### config.mk
export PLATFORM = sky130hd
export DESIGN_NAME = conv_encoder_framer
export DESIGN_NICKNAME = d
export VERILOG_FILES = /design/src/rtl/conv_encoder_framer.sv
export SDC_FILE = /design/constraint.sdc
export NUM_CORES = 1
export LEC_CHECK = 0
export BUFFER_PORTS_ARGS = -buffer_cell sky130_fd_sc_hd__buf_2
export CAP_MARGIN = 20
export CORE_MARGIN = 2
export CORE_UTILIZATION = 50
export CTS_CLUSTER_SIZE = 14
export DETAILED_ROUTE_END_ITERATION = 7
export GPL_ROUTABILITY_DRIVEN = 0
export HOLD_SLACK_MARGIN = 0.03
export PLACE_DENSITY = 0.8
export SYNTH_ARGS = -nofsm -noshare
export SYNTH_HDL_FRONTEND = slang
export SYNTH_SLANG_ARGS = --single-unit
### constraint.sdc
create_clock -name clk -period 1.5 [get_ports clk]
set_input_delay 0.15 -clock clk [delete_from_list [all_inputs] [get_ports clk]]
set_output_delay 0.15 -clock clk [all_outputs]
set_load 0.03 [all_outputs]
### src/rtl/conv_encoder_framer.sv
// Rate-1/2 K=3 convolutional encoder that turns one byte into one 16-bit codeword per accept.
// Encoder state carries across bytes. An optional zero tail word closes each frame and returns the trellis to 00.
module conv_encoder_framer #(
  parameter logic [2:0] G0      = 3'b111,
  parameter logic [2:0] G1      = 3'b101,
  parameter bit         TAIL_EN = 1'b1
) (
  input  logic        clk,
  input  logic        rst,
  input  logic [7:0]  data_in,
  input  logic        data_valid,
  input  logic        data_last,
  output logic        data_ready,
  output logic [15:0] code_out,
  output logic        code_valid,
  output logic        code_last
);

  localparam int unsigned BYTE_W = 8;
  localparam int unsigned CODE_W = 2 * BYTE_W;

  typedef enum logic {
    ENC  = 1'b0,
    TAIL = 1'b1
  } state_e;

  state_e              state_q;
  logic [1:0]          s_q;
  logic [CODE_W-1:0]   code_q;
  logic                code_valid_q;
  logic                code_last_q;

  logic [BYTE_W-1:0]   enc_byte;
  logic [CODE_W-1:0]   enc_word_d;
  logic [1:0]          enc_state_d;
  logic [1:0]          s_v;
  logic [2:0]          win;
  logic                accept;

  assign data_ready = (state_q == ENC);
  assign accept     = data_valid & data_ready;

  // Unrolled eight-step encode, MSB first. The tail encodes zeros from the current state.
  always_comb begin
    enc_byte   = (state_q == TAIL) ? 8'h00 : data_in;
    enc_word_d = '0;
    s_v        = s_q;
    win        = '0;
    for (int i = BYTE_W - 1; i >= 0; i--) begin
      win                = {enc_byte[i], s_v};
      enc_word_d[2*i+1]  = ^(G0 & win);
      enc_word_d[2*i]    = ^(G1 & win);
      s_v                = {enc_byte[i], s_v[1]};
    end
    enc_state_d = s_v;
  end

  always_ff @(posedge clk or posedge rst) begin
    if (rst) begin
      state_q      <= ENC;
      s_q          <= 2'b00;
      code_q       <= '0;
      code_valid_q <= 1'b0;
      code_last_q  <= 1'b0;
    end else begin
      code_valid_q <= 1'b0;
      case (state_q)
        ENC: begin
          if (accept) begin
            code_q       <= enc_word_d;
            code_valid_q <= 1'b1;
            if (data_last && TAIL_EN) begin
              code_last_q <= 1'b0;
              s_q         <= enc_state_d;
              state_q     <= TAIL;
            end else if (data_last) begin
              code_last_q <= 1'b1;
              s_q         <= 2'b00;
            end else begin
              code_last_q <= 1'b0;
              s_q         <= enc_state_d;
            end
          end
        end
        TAIL: begin
          code_q       <= enc_word_d;
          code_valid_q <= 1'b1;
          code_last_q  <= 1'b1;
          s_q          <= 2'b00;
          state_q      <= ENC;
        end
        default: state_q <= ENC;
      endcase
    end
  end

  assign code_out   = code_q;
  assign code_valid = code_valid_q;
  assign code_last  = code_last_q;

endmodule

==> flow_summary.yaml, run 1 <==
power:
  p_per_area_nw_per_um2: 1100
  p_clk_share_pct: 18.9
  ir_drop_v: 0.000622
  pwr-share-seq_pct: 49.0
  switching_share_pct: 35.3
  power_switching_mw: 0.492
  p_leak_nw: 0.631
  cellInternalPower_mw: 0.903
  p_comb_share_pct: 32.1
placed_design:
  placed_cell_area_um2: 1230
  dp_cells: 153
  hpwl_um: 1590
  io_buffers: 30
clock_tree:
  clk_pin_slew_ns: 0.11
  htree_levels: 1
  numCtsBuffers: 3
  clk_path_buf_depth: 2
  cts-root-buf: "clkbuf_4"
  cts_tree: "done"
  clk_latency_ns: 0.30
  cts_setup_buffers: 0
  clock_sinks: 21
worst_setup_path:
  startpoint_type: "flip-flop"
  slowest_stage: "dfrtp_1"
  crit_chain: "inv_2 -> buf_4 -> buf_2"
  worst_r2r_path_depth: 3
  path_delay_family: "buffers and inverters"
  r2r-end: "code_out[15]"
  reg2reg_from: "s_q[1]"
  cp.arrival_ns: 1.19
  endpoint_kind: "output pin"
  slowest_delay_ns: 0.41
  reg2reg_setup_slack_ns: 0.36
  required_ns: 1.35
  worstSetupPathType: "reg -> out"
  worst-path-buf-inv: 3
  crit_fanout: 10
sta:
  drv_slew: 0
  hold_viol_final: 0
  max_freq_ghz: 0.745
  relSlewSlack_pct: 81.7
  tns_ns: 0
  setup_viol: 0
  rsz0062_at_grt: "no"
  tightest_slew_ns: 0.273
  skew_ns: 0.00631
  post-route-min-period_ns: 1.34
  fin_crit_sh_pct: 89.5
logic_synthesis:
  yosys_warnings: 0
  synth_seq_area_share_pct: 49.6
  synth_compound_area_share_pct: 14.7
  synth_xor_area_share_pct: 13.0
  synthAdderAreaFrac_pct: 0
  synth_top_family_by_area: "compound AO/OA/AOI/OAI gates"
  postSynthAreaPerCell_um2: 10.5
  muxShareOfSynthArea_pct: 3.78
  syn_area_um2: 1060
  synthSimpleGateAreaFrac_pct: 12.1
  synth_nets: 113
  synth.distinct_cells: 31
  syn_inst: 101
  ys_ff_latch: 21
cells_and_area:
  drive_above_1_share_pct: 30.5
  fillers: 171
  area_growth_pct: 19.3
  final_common_cell: "buf_2"
  antenna_cells: 0
  layout_common_cells: "buf_2, dfrtp_1, nor2_1"
  final_cells: 158
  finalInstanceArea_um2: 1260
  finalCoreUtilization_pct: 63.7
  fin_nets: 144
die:
  fp.dieArea_um2: 2500
  fp.dieW_um: 50.0
  start_util_pct: 53.4
  fp.dieH_um: 50.0
  num_rows: 16
  core_um2: 1980
  io_pins: 31
job:
  drv_cap: 0
route:
  viasPerCell: 5.23
  wire_per_inst_um: 13.5
  drt_iter0_drc: 12
  antenna_left: 0
  vias: 827
  drc: 0
  dr.pass1.iters: 4
  routed_wl_um: 2130
worst_hold_path:
  whs_path_depth: 2
  hp-class: "in -> reg"
  hold_end: "state_q"
  hp-start: "data_last"
grt:
  grt_overflow: 0
  grt_max_degree: 22
  grt_usage_pct: 19.5
  grt_pass1_wl_um: 3690
  grt_pass1_vias: 822
  antenna_found_initial: 0
status:
  status: "finished clean"
==> stage by stage <==
step / total power, mW / hold slack [ns] / setup slack [ns]
4_1_cts: 1.41 / 0.0829 / 0.0515
6_report: 1.39 / 0.0948 / 0.157
2_1_floorplan: 1.01 / 0.127 / 0.281
3_3_place_gp: 1.13 / 0.187 / 0.367
3_5_place_dp: 1.14 / 0.194 / 0.314
5_1_grt: 1.47 / 0.0941 / 0.0929
==> cells by family after synthesis <==
group / after synthesis
xor gates and xnor gates: 11
buffers and inverters: 16
and+or+nand+nor: 28
DFF: 21
muxes: 4
AOI/OAI and AO/OA: 21
==> state kept, by name (all words and copies together) (netlist names) <==
signal,cells
code_valid,1
code_out,16
code_last,1
s_q,2
state_q,1
==> cell type report <==
type | instances | area, µm² | share of cell area, %
inverter | 7 | 26.3 | 2.08
timing repair buffer | 35 | 190 | 15.1
clock buffer | 4 | 26.3 | 2.08
sequential | 21 | 526 | 41.6
multi-input combinational | 64 | 460 | 36.5
tap | 27 | 33.8 | 2.68
==> metal layers <==
metal | wire length, µm | track usage, % | part of all wire, % | up-vias
met4 | 19 | 9.26 | 0.89 | 0
met1 | 935 | 24.6 | 44 | 393
met2 | 1070 | 32.2 | 51 | 26
met5 | 0 | 0 | 0 | -
met3 | 98 | 3.33 | 4.6 | 2
li1 | - | - | - | 406
==> how the worst max path moves through the flow <==
stage | cells after the start | slack (ns) | endpoint | from
after detailed placement | 5 | 0.31 | code_out[1] | data_valid
after global placement | 5 | 0.37 | code_out[1] | data_valid
after global routing | 3 | 0.09 | data_ready | state_q
after CTS | 3 | 0.05 | data_ready | state_q
after floorplan | 5 | 0.28 | code_out[13] | state_q
final | 3 | 0.16 | data_ready | state_q
==> synthesized netlist by cell type <==
cell type	instances	area, µm²
dfrtp_1	21	526
nor2_1	13	48.8
inv_1	7	26.3
a211oi_1	5	37.5
nand2_1	5	18.8
xnor2_1	5	43.8
clkbuf_1	4	15.0
mux2i_1	4	40.0
nand3_1	4	20.0
o21ai_0	4	20.0
buf_2	3	15.0
o221ai_1	3	26.3
xor2_1	3	26.3
a2bb2oi_1	2	17.5
a31oi_1	2	12.5
a21o_1	1	7.51
a22oi_1	1	7.51
a311o_1	1	10.0
and3_1	1	6.26
and4_1	1	8.76
buf_6	1	11.3
clkbuf_2	1	5.00
nand4_1	1	6.26
nor3_1	1	5.00
nor3b_1	1	7.51
nor4_1	1	6.26
o21a_1	1	7.51
o22a_1	1	8.76
xor2_2	1	16.3
xor3_1	1	23.8
xor3_4	1	27.5
==> repair_timing <==
action,4_1_cts,5_1_grt
endpoints found under the hold margin,21,0
setup endpoints to repair,0,1
hold buffers,1,0
gates resized for setup,0,1
==> power by group through the flow <==
stage | Clock [mW] | Combinational (mW) | Sequential [mW]
global route | 0.294 | 0.485 | 0.695
floorplan | 0 | 0.182 | 0.830
finish | 0.264 | 0.447 | 0.684
global placement | 0 | 0.439 | 0.691
CTS | 0.275 | 0.452 | 0.684
detailed placement | 0 | 0.449 | 0.695
==> worst register-to-register path, stage by stage, from the launching register on <==
cell	delay, ns
dfrtp_1	0.46
xor2_1	0.24
a31oi_1	0.12
o22a_1	0.21
No activity file was read; power rests on OpenSTA's default activity.
==> run 2, diff against run 1 <==
MAX_ROUTING_LAYER = met4   (was not set)
PLACE_DENSITY = not set   (was 0.8)
PLACE_DENSITY_LB_ADDON = 0.1   (was not set)
==> run 2 against run 1 <==
  * Utilization up 0.063 points
  * Via count is the same
  * Register-to-register slack hardly changed
  * Worst hold slack improved by 0.00091 ns
  * Combinational power about the same
  * Sequential share of layout area is essentially flat
  * Largest cell class unchanged
  * Highest routed layer unchanged
==> flow_summary.yaml, run 2 (same netlist as run 1, synthesis figures left out) <==
sta:
  tightest_slew_ns: 0.298
  post-route-min-period_ns: 1.23
  worst_slack_ns: 0.269
  setup_viol: 0
  fin_crit_sh_pct: 82.0
  tns_ns: 0
  skew_ns: 0.00407
  hold_viol_final: 0
  relSlewSlack_pct: 80.1
  rsz0062_at_grt: "no"
  max_freq_ghz: 0.813
  drv_slew: 0
  hold-worst-slack_ns: 0.0957
cells_and_area:
  area_growth_pct: 19.4
  drive_above_1_share_pct: 30.5
  final_cells: 158
  fillers: 175
  largest_register_ffs: 16
  antenna_cells: 0
  finalCoreUtilization_pct: 63.8
  layout_common_cells: "buf_2, dfrtp_1, nor2_1"
  fin_nets: 144
  final_common_cell: "buf_2"
worst_hold_path:
  whs_path_depth: 2
  hp-class: "in -> reg"
clock_tree:
  cts-root-buf: "clkbuf_4"
  clk_path_buf_depth: 2
  clk_latency_ns: 0.30
  clock_sinks: 21
  clk_pin_slew_ns: 0.11
  cts_tree: "done"
  htree_levels: 1
  numCtsBuffers: 3
die:
  io_pins: 31
  fp.dieW_um: 50.0
  core_um2: 1980
  start_util_pct: 53.4
  fp.dieH_um: 50.0
  fp.dieArea_um2: 2500
  num_rows: 16
worst_setup_path:
  crit_fanout: 7
  worstSetupPathType: "reg -> out"
  startpoint_type: "flip-flop"
  cp.arrival_ns: 1.08
  required_ns: 1.35
  endpoint_kind: "output pin"
  worst_r2r_path_depth: 4
grt:
  grt_pass1_wl_um: 3450
  grt_overflow: 0
  grt_max_degree: 27
  antenna_found_initial: 0
  grt_usage_pct: 18.6
  grt_pass1_vias: 750
route:
  dr.pass1.iters: 4
  drc: 0
  routed_wl_um: 2060
  antenna_left: 0
  drt_iter0_drc: 13
  wire_per_inst_um: 13.0
  viasPerCell: 5.23
  vias: 827
power:
  p_per_area_nw_per_um2: 1100
  p_leak_nw: 0.634
  ir_drop_v: 0.000770
placed_design:
  dp_cells: 153
  io_buffers: 30
  place_ws_ns: 0.364
  hpwl_um: 1490
status:
  status: "finished clean"
job:
  drv_cap: 0
## run 2: cell types whose count changed in the layout (fill, tap and decap cells not counted)
cell	previous run	this run
inv_1	6	7
inv_2	1	0
clkinv_2	0	1
clkbuf_1	1	0
## run 2: path summary, 6_finish.rpt
path / end / start / slack (ns)
max: data_ready / state_q / 0.27
min: state_q / data_last / 0.1
max reg2reg: code_out[14] / state_q / 0.37
min reg2reg: code_last / code_last / 0.50
max in group asynchronous: state_q / rst / 0.89
min in group asynchronous: code_out[4] / rst / 0.40
## run 2: layout make-up
type	count	area [µm²]	share of cell area [%]
Timing Repair Buffer	35	190	15.0
Clock buffer	3	22.5	1.78
Multi-Input combinational cell	64	460	36.4
Tap cell	27	33.8	2.67
Inverter	7	26.3	2.08
Sequential cell	21	526	41.6
Clock inverter	1	5.00	0.396
## run 2: worst max-delay path, stage by stage, from the launching register on
cell and delay [ns]:
dfrtp_1 0.39, inv_1 0.16, buf_2 0.23
## run 2: timing repair
item | CTS | global route
hold buffers | 1 | 0
gates resized for setup | 0 | 0
buffers inserted | 0 | 0
hold endpoints to repair | 21 | 0
## run 2: where the power goes
group          switching, mW  internal, mW
logic                  0.287         0.159
clock network          0.164        0.0994
registers             0.0405         0.640
total                  0.491         0.899
## run 2: per-stage QoR
step	area [µm²]	power (mW)
after floorplan	1060	1.01
after global placement	1230	1.13
after detailed placement	1230	1.14
after CTS	1260	1.41
after global routing	1260	1.48
final	1260	1.39
## run 2: per-layer routing
layer	up-vias	wire (µm)	track usage, %
li1	412	-	-
met1	390	941	24.1
met2	21	980	28.7
met3	4	99	3.03
met4	0	34	8.33
met5	-	0	-
==> run 3, diff against run 2 <==
clock period = 1.2 ns   (was 1.5 ns; I/O delays follow)
==> run 3 against run 2 <==
  * Die area unchanged
  * Global-route usage up 1.0 points
  * Sequential power up 25%
  * Highest routed layer unchanged
  * Clock power up 25%
  * Worst setup slack worse by 0.19 ns
  * Clock-buffer cell count up 1
  * Cell count up 2.5%
==> flow_summary.yaml, run 3 (same netlist as run 1, synthesis figures left out) <==
worst_setup_path:
  reg2reg_from: "s_q[1]"
  endpoint_kind: "output pin"
  r2r-end: "code_out[15]"
  worst_r2r_path_depth: 3
  required_ns: 1.08
  slowest_delay_ns: 0.42
  reg2reg_setup_slack_ns: 0.10
  startpoint_type: "flip-flop"
  crit_chain: "inv_2 -> buf_6"
  slowest_stage: "dfrtp_1"
  cp.arrival_ns: 1.00
  crit_fanout: 7
  crit_path_start: "state_q"
  cp-endpoint: "data_ready"
  worstSetupPathType: "reg -> out"
die:
  core_um2: 1980
  fp.dieArea_um2: 2500
  fp.dieW_um: 50.0
  start_util_pct: 53.4
  fp.dieH_um: 50.0
  io_pins: 31
  num_rows: 16
placed_design:
  io_buffers: 30
  hpwl_um: 1660
  place_ws_ns: 0.0680
route:
  drc: 0
  vias: 851
  drt_iter0_drc: 18
  viasPerCell: 5.25
  antenna_left: 0
  routed_wl_um: 2190
  dr.pass1.iters: 4
  wire_per_inst_um: 13.5
sta:
  relSlewSlack_pct: 80.7
  rsz0062_at_grt: "no"
  setup_viol: 0
  max_freq_ghz: 0.896
  hold_viol_final: 0
  hold-worst-slack_ns: 0.0824
  fin_crit_sh_pct: 93.0
  worst_slack_ns: 0.0839
  skew_ns: 0.00520
  tightest_slew_ns: 0.289
  drv_slew: 0
  tns_ns: 0
  post-route-min-period_ns: 1.12
power:
  p_leak_nw: 0.653
  p_per_area_nw_per_um2: 1350
  ir_drop_v: 0.000886
  total_power_mw: 1.76
grt:
  grt_max_degree: 22
  grt_pass1_vias: 771
  grt_pass1_wl_um: 3590
  antenna_found_initial: 0
  grt_usage_pct: 19.7
  grt_overflow: 0
status:
  status: "finished clean"
cells_and_area:
  final_common_cell: "buf_2"
  drive_above_1_share_pct: 32.6
  area_growth_pct: 22.7
  largest_register_ffs: 16
  antenna_cells: 0
  layout_common_cells: "buf_2, dfrtp_1, nor2_1"
  fin_nets: 148
job:
  drv_cap: 0
clock_tree:
  clk_pin_slew_ns: 0.11
  numCtsBuffers: 3
  htree_levels: 1
  clk_latency_ns: 0.30
  clock_sinks: 21
  clk_path_buf_depth: 2
  cts-root-buf: "clkbuf_4"
  cts_tree: "done"
worst_hold_path:
  hp-class: "in -> reg"
## run 3: worst max-delay path: cells and delay by family (launching register included)
kind | cells | cell delay, ns
buf+inv | 2 | 0.28
flops | 1 | 0.42
## run 3: report_power, final
part	leakage [nW]	switching (mW)	total (mW)	internal [mW]
Combinational	0.384	0.366	0.576	0.210
Sequential	0.255	0.0497	0.850	0.800
Clock	0.0150	0.200	0.330	0.129
Total	0.653	0.616	1.76	1.14
## run 3: cell type report
| type | count | area [µm²] |
|---|---|---|
| tap | 27 | 33.8 |
| timing repair buffer | 39 | 226 |
| multi-input combinational | 64 | 460 |
| fill | 168 | 683 |
| inverter | 7 | 26.3 |
| sequential | 21 | 526 |
| clock buffer | 4 | 26.3 |
## run 3: through the flow
stage / utilization (%) / area [µm²] / instances
floorplan: - / 1060 / 101
global placement: 63.0 / 1250 / 156
detailed placement: 63.0 / 1250 / 156
CTS: 65.0 / 1290 / 161
global route: 65.5 / 1300 / 162
finish: 65.5 / 1300 / 162
## run 3: worst min-delay path by stage
stage	start	endpoint	slack [ns]	depth (start not counted)
finish	data_last	state_q	0.08	2
global route	data_last	state_q	0.07	2
CTS	data_last	state_q	0.06	2
detailed placement	rst	code_out[10]	0.16	3
global placement	rst	code_out[8]	0.16	3
floorplan	rst	code_last	0.1	1
## run 3: routing by layer
metal	wire, µm	vias up	global-route usage (%)	share of wire (%)
li1	-	417	-	-
met1	946	402	26.4	43
met2	1110	28	30.9	51
met3	113	4	2.12	5.2
met4	21	0	6.94	0.96
met5	0	-	-	0
## run 3: timing repair
action,in CTS,in global routing
hold buffers,1,0
resized for setup,2,1
hold endpoints to repair,21,0
setup buffers,0,1
endpoints found under the setup margin,1,1
